## src/rtl/ppu_pkg.sv

```systemverilog
// Shared PPU constants and the frame writer state encoding.
package ppu_pkg;

  localparam int H_PIX_DEF      = 160;
  localparam int V_LINES_DEF    = 144;
  localparam int BYTES_PER_LINE = H_PIX_DEF / 4;

  typedef enum logic [1:0] {
    WAIT_FRAME = 2'd0,
    ACTIVE     = 2'd1,
    VBLANK     = 2'd2
  } wr_state_e;

endpackage

```

## src/rtl/lcd_frame_writer_px_pack4.sv

```systemverilog
// Packs four 2-bit shades into one byte, first pixel in the low bits.
module px_pack4 (
  input  logic       clk,
  input  logic       rst,
  input  logic       clr_i,
  input  logic       shift_i,
  input  logic [1:0] px_i,
  output logic [7:0] byte_o,
  output logic       last_o
);

  logic [7:0] sh_q;
  logic [1:0] ph_q;

  // byte_o is the completed byte when the 4th pixel is being shifted in
  assign byte_o = {px_i, sh_q[7:2]};
  assign last_o = (ph_q == 2'd3);

  always_ff @(posedge clk) begin
    if (rst || clr_i) begin
      sh_q <= '0;
      ph_q <= '0;
    end else if (shift_i) begin
      sh_q <= byte_o;
      ph_q <= ph_q + 2'd1;
    end
  end

endmodule

```

## src/rtl/lcd_frame_writer.sv

```systemverilog
// Captures the PPU pixel stream into a double-buffered packed framebuffer,
// validating line/frame geometry and swapping banks only on clean frames.
module lcd_frame_writer
  import ppu_pkg::*;
#(
  parameter int H_PIX   = H_PIX_DEF,
  parameter int V_LINES = V_LINES_DEF,
  parameter int ADDR_W  = 13
) (
  input  logic              clk,
  input  logic              rst,
  input  logic              lcd_hsync,
  input  logic              lcd_vsync,
  input  logic              lcd_pixel,
  input  logic [1:0]        lcd_color,
  input  logic              rd_busy,
  output logic              fb_we,
  output logic [ADDR_W:0]   fb_addr,
  output logic [7:0]        fb_data,
  output logic              rd_bank,
  output logic              frame_ready,
  output logic              frame_drop,
  output logic              line_err,
  output logic              frame_err
);

  localparam int XW = $clog2(H_PIX + 1);
  localparam int YW = $clog2(V_LINES + 1);
  localparam logic [ADDR_W-1:0] ROW_STEP = ADDR_W'(H_PIX / 4);

  wr_state_e         state_q;
  logic [XW-1:0]     x_q;
  logic [YW-1:0]     y_q;
  logic [ADDR_W-1:0] row_base_q;
  logic              line_bad_q, frame_bad_q;
  logic              hs_q, vs_q;
  logic              rd_bank_q;
  logic              fb_we_q;
  logic [ADDR_W:0]   fb_addr_q;
  logic [7:0]        fb_data_q;
  logic              frame_ready_q, frame_drop_q, line_err_q, frame_err_q;

  logic              hs_rise, vs_rise, vs_fall, in_active;
  logic              px_ok, px_drop;
  logic              line_bad_now, frame_bad_now;
  logic [YW-1:0]     y_inc, y_end;
  logic [ADDR_W-1:0] wr_addr;
  logic              pk_clr, pk_last;
  logic [7:0]        pk_byte;

  assign hs_rise   = lcd_hsync & ~hs_q;
  assign vs_rise   = lcd_vsync & ~vs_q;
  assign vs_fall   = ~lcd_vsync & vs_q;
  assign in_active = (state_q == ACTIVE);

  assign px_ok   = in_active & lcd_pixel & ~lcd_hsync & ~lcd_vsync &
                   (x_q < XW'(H_PIX)) & (y_q < YW'(V_LINES));
  assign px_drop = in_active & lcd_pixel & ~px_ok;

  // A pixel dropped on the hsync edge itself still counts against the ending line
  assign line_bad_now  = line_bad_q | px_drop | (x_q != XW'(H_PIX));
  assign frame_bad_now = frame_bad_q | (hs_rise & line_bad_now);

  assign y_inc   = (y_q < YW'(V_LINES)) ? y_q + YW'(1) : y_q;
  assign y_end   = hs_rise ? y_inc : y_q;
  assign wr_addr = row_base_q + ADDR_W'(x_q >> 2);

  assign pk_clr = ~in_active | hs_rise | vs_rise | vs_fall;

  px_pack4 u_pack (
    .clk     (clk),
    .rst     (rst),
    .clr_i   (pk_clr),
    .shift_i (px_ok),
    .px_i    (lcd_color),
    .byte_o  (pk_byte),
    .last_o  (pk_last)
  );

  always_ff @(posedge clk) begin
    if (rst) begin
      state_q       <= WAIT_FRAME;
      x_q           <= '0;
      y_q           <= '0;
      row_base_q    <= '0;
      line_bad_q    <= 1'b0;
      frame_bad_q   <= 1'b0;
      hs_q          <= 1'b0;
      vs_q          <= 1'b0;
      rd_bank_q     <= 1'b1;
      fb_we_q       <= 1'b0;
      fb_addr_q     <= '0;
      fb_data_q     <= '0;
      frame_ready_q <= 1'b0;
      frame_drop_q  <= 1'b0;
      line_err_q    <= 1'b0;
      frame_err_q   <= 1'b0;
    end else begin
      hs_q          <= lcd_hsync;
      vs_q          <= lcd_vsync;
      fb_we_q       <= 1'b0;
      frame_ready_q <= 1'b0;
      frame_drop_q  <= 1'b0;
      line_err_q    <= 1'b0;
      frame_err_q   <= 1'b0;

      case (state_q)
        WAIT_FRAME: begin
          if (vs_fall) begin
            state_q     <= ACTIVE;
            x_q         <= '0;
            y_q         <= '0;
            row_base_q  <= '0;
            line_bad_q  <= 1'b0;
            frame_bad_q <= 1'b0;
          end
        end

        ACTIVE: begin
          if (px_ok) begin
            x_q <= x_q + XW'(1);
            if (pk_last) begin
              fb_we_q   <= 1'b1;
              fb_addr_q <= {~rd_bank_q, wr_addr};
              fb_data_q <= pk_byte;
            end
          end else if (px_drop) begin
            line_bad_q <= 1'b1;
          end

          if (hs_rise) begin
            line_err_q <= line_bad_now;
            if (line_bad_now) frame_bad_q <= 1'b1;
            x_q        <= '0;
            line_bad_q <= 1'b0;
            y_q        <= y_inc;
            if (y_q < YW'(V_LINES)) row_base_q <= row_base_q + ROW_STEP;
          end

          // Frame end: commit, drop or reject; overrides the line-end updates above
          if (vs_rise) begin
            state_q <= VBLANK;
            if ((y_end != YW'(V_LINES)) || frame_bad_now) begin
              frame_err_q <= 1'b1;
            end else if (!rd_busy) begin
              rd_bank_q     <= ~rd_bank_q;
              frame_ready_q <= 1'b1;
            end else begin
              frame_drop_q <= 1'b1;
            end
          end else if (vs_fall) begin
            frame_err_q <= 1'b1;
            x_q         <= '0;
            y_q         <= '0;
            row_base_q  <= '0;
            line_bad_q  <= 1'b0;
            frame_bad_q <= 1'b0;
          end
        end

        VBLANK: begin
          if (vs_fall) begin
            state_q     <= ACTIVE;
            x_q         <= '0;
            y_q         <= '0;
            row_base_q  <= '0;
            line_bad_q  <= 1'b0;
            frame_bad_q <= 1'b0;
          end
        end

        default: state_q <= WAIT_FRAME;
      endcase
    end
  end

  assign fb_we       = fb_we_q;
  assign fb_addr     = fb_addr_q;
  assign fb_data     = fb_data_q;
  assign rd_bank     = rd_bank_q;
  assign frame_ready = frame_ready_q;
  assign frame_drop  = frame_drop_q;
  assign line_err    = line_err_q;
  assign frame_err   = frame_err_q;

endmodule

```

## config.mk

```make
export PLATFORM = sky130hd
export DESIGN_NAME = lcd_frame_writer
export DESIGN_NICKNAME = d
export VERILOG_FILES = /design/src/rtl/ppu_pkg.sv /design/src/rtl/lcd_frame_writer_px_pack4.sv /design/src/rtl/lcd_frame_writer.sv
export SDC_FILE = /design/constraint.sdc
export NUM_CORES = 1
export LEC_CHECK = 0
export BUFFER_PORTS_ARGS = -buffer_cell sky130_fd_sc_hd__buf_2
export CAP_MARGIN = 20
export CORE_ASPECT_RATIO = 1.1
export CORE_MARGIN = 4
export CORE_UTILIZATION = 58
export DETAILED_ROUTE_END_ITERATION = 10
export PLACE_DENSITY = 0.84
export SYNTH_ARGS = -nofsm -noshare
export SYNTH_HDL_FRONTEND = slang
export SYNTH_HIERARCHICAL = 1
export SYNTH_SLANG_ARGS = --single-unit
```

## constraint.sdc

```tcl
create_clock -name clk -period 2.8 [get_ports clk]
set_input_delay 0.28 -clock clk [delete_from_list [all_inputs] [get_ports clk]]
set_output_delay 0.28 -clock clk [all_outputs]
set_load 0.05 [all_outputs]
```

==> impl_metrics.yaml <==
outcome:
  status: "complete, no violations"
placement:
  post-place-ws_ns: 0.5832
  place_area_um2: 3400
  post-dp-hpwl_um: 5210
  io_buffers: 35
  gp_congestion: 0.9415
detailed_routing:
  antenna_left: 0
  drtIter0Drc: 206
  wl_per_cell_um: 15.05
  vias_per_cell: 5.815
  drc: 0
  wl_um: 7465
  vias: 2884
  first_pass_iters: 4
die:
  io_pins: 36
  die_area_um2: 6830
  start_util_pct: 59.88
  rows: 28
  core_um2: 5395
  die_h_um: 86.28
  die_x_um: 79.16
logic_synthesis:
  synth_commonest_cells: "dfxtp_1 (68), nand2_1 (49), nor2_1 (47), a21oi_1 (29), clkbuf_1 (21)"
  yosysTopAreaCell: "dfxtp_1"
  netlist_area_um2: 3231
  synth-seq-cells: 68
  synth_top_area_share_pct: 42.14
  yosys-top-cells-area: "dfxtp_1 (42%), nand2_1 (5.7%), nor2_1 (5.5%)"
  synth.most_common_cell: "dfxtp_1"
  synth_edf_count: 0
  async_reset_ff_share_pct: 0
  seq_area_frac_synth_pct: 42.14
  syn_avg_cell_area_um2: 8.179
  ys_types: 46
  syn_inst: 395
  synth_nets: 411
  yosys_warnings: 6
  synthFlopType: "dfxtp_1"
layout:
  drive_above_1_share_pct: 14.01
  areaGrowthSynthToFinish_pct: 10.69
  final_cell_area_um2: 3576
  antenna_cells: 0
  final_nets: 432
critical_path:
  max_stage_delay_ns: 0.61
  critical_path.most_common_cell: "or4_1"
  cp.arrival_ns: 2.48
  r2r-end: "frame_ready$_SDFF_PP0_"
  r2r_cells: 5
  r2r_setup_slack_ns: 0.57
  end_kind: "register"
  required_ns: 3.05
  crit_slowest_cell: "or4_1"
  crit_chain: "nand2b_1 -> or4_1 -> xnor2_1 -> or4_1 -> nor4_1"
  path_class: "register to register"
  worst_setup_path_start_kind: "register"
  path_max_fanout: 9
  r2r-start: "hs_q$_SDFF_PP0_"
clock_network:
  cts_tree: "built"
  cts_inserted_buffers: 9
  htreeDepth: 3
  insertion_delay_ns: 0.35
  cts_resized: 0
  clk_pin_slew_worst_paths_ns: 0.07
  cts-root-buf: "clkbuf_8"
  cts_sinks: 68
  postCtsSetupRepairBufs: 0
  clock_path_buffers: 2
  cts.hold.buffers_added: 0
sta:
  hold_viol: 0
  max_slew_margin_pct: 47.64
  period_minus_slack_ns: 2.232
  setup_viol: 0
  skew_ns: 0.008937
  setup_tns_ns: 0
  worstMarginPinSlew_ns: 0.7838
  layout_worst_path_cycle_share_pct: 79.71
  report.final.slew_viol_count: 0
  hold_ws_ns: 0.1297
  fmax_mhz: 448.1
  setup_slack_ns: 0.5682
  rsz0062_at_grt: "no"
grt:
  grt_pass1_wl_um: 12810
  gr-total-overflow: 0
  grt_use_met2_pct: 38.90
  use_met3_pct: 4.470
  antenna_found_initial: 0
  grt_use_total_pct: 23.74
  grt_max_degree: 33
  grt_use_met1_pct: 28.41
  first_global_vias: 2842
  grt_busiest_layer: "met2"
min_path:
  hold_end: "frame_ready$_SDFF_PP0_"
  holdCritStartpoint: "rd_busy"
  hold_depth: 2
  min_path_type: "input pin to register"
job:
  drv_cap: 0
power_and_ir_drop:
  p_per_area_nw_per_um2: 495.7
  p_total_w: 0.001773
  p_leak_nw: 1.278
  ir_drop_mv: 0.4010
==> flip-flops by register name (all words and copies together) (netlist names) <==
signal	flops
rd_bank	1
row_base_q	10
fb_addr	14
vs_q	1
frame_drop	1
y_q	8
fb_data	8
state_q	2
frame_ready	1
line_err	1
u_pack/ph_q	2
x_q	8
fb_we	1
frame_bad_q	1
hs_q	1
frame_err	1
line_bad_q	1
u_pack/sh_q	6
==> cell families (layout without fill, tap and decap cells) <==
logic type / count (synthesis) / count (layout) / synth area share (%)
AO/OA/AOI/OAI: 85 / 85 / 16.19
adder cells (fa/ha/maj): 8 / 8 / 3.098
XOR/XNOR: 17 / 17 / 4.609
multiplexers: 9 / 9 / 2.789
flip-flops: 68 / 68 / 42.14
AND/OR/NAND/NOR: 172 / 172 / 25.95
buffers and inverters: 36 / 62 / 5.228
==> worst max-delay path: cells and delay by family, from the launching register on <==
kind | cells | cell delay [ns]
simple gates | 4 | 1.63
xor+xnor | 1 | 0.20
flops | 1 | 0.32
==> worst max path at each step <==
stage                     slack (ns)                       to  cells after the start           startpoint
final                           0.57   frame_ready$_SDFF_PP0_                      5      hs_q$_SDFF_PP0_
after global routing            0.40  fb_addr[4]$_SDFFE_PP0P_                      6  y_q[4]$_SDFFE_PP0P_
after CTS                       0.57   frame_ready$_SDFF_PP0_                      6  y_q[0]$_SDFFE_PP0P_
after detailed placement        0.58   frame_ready$_SDFF_PP0_                      6            lcd_hsync
after global placement          0.64      y_q[1]$_SDFFE_PP0P_                      6            lcd_vsync
after floorplan                 0.78   frame_ready$_SDFF_PP0_                      6  y_q[0]$_SDFFE_PP0P_
==> cells in the final DEF (no fill, tap or decap), drive strengths merged, types with 3 or more instances in the layout <==
| cell type | netlist | layout |
|---|---|---|
| o211ai | 3 | 3 |
| nor2 | 47 | 47 |
| xor2 | 4 | 4 |
| a21oi | 29 | 29 |
| mux2i | 9 | 9 |
| a22oi | 4 | 4 |
| dfxtp | 68 | 68 |
| nand4 | 7 | 7 |
| o21ai | 19 | 19 |
| ha | 8 | 8 |
| buf | 9 | 40 |
| nor4 | 6 | 6 |
| clkbuf | 21 | 9 |
| xnor2 | 13 | 13 |
| nand2b | 4 | 4 |
| a31oi | 4 | 4 |
| a211oi | 11 | 11 |
| inv | 6 | 7 |
| nand3b | 4 | 4 |
| or3 | 7 | 7 |
| o31ai | 4 | 4 |
| nand2 | 49 | 49 |
| nand3 | 13 | 13 |
| nor2b | 9 | 9 |
| nor3 | 11 | 11 |
| or4 | 4 | 4 |
| clkinv | 0 | 5 |
| and3 | 3 | 3 |
==> report_power, final <==
part / switching [W] / internal, W
combinational: 0.0000549 / 0.0000196
clock: 0.000399 / 0.000325
sequential: 0.00000457 / 0.000970
total: 0.000458 / 0.00131
==> metal layers <==
metal	vias up	wire length [um]	share of wire (%)
li1	1427	-	-
met3	25	428	5.7
met5	-	0	0
met2	101	3619	48
met1	1331	3145	42
met4	0	272	3.6
==> final cells by class <==
class | count | area, um^2
clock buffers | 9 | 123.9
well taps | 75 | 93.84
repair buffers | 40 | 212.7
flip-flops and latches | 68 | 1361
multi-input cells | 291 | 1709
clock inverters | 7 | 52.55
fillers | 468 | 1819
inverters | 6 | 22.52
==> metrics by stage <==
step	util (%)	instances
global placement	63.01	480
floorplan	-	395
CTS	66.28	496
detailed placement	63.01	480
finish	66.28	496
global route	66.28	496
Note: power is estimated with default switching activity, not from simulation.
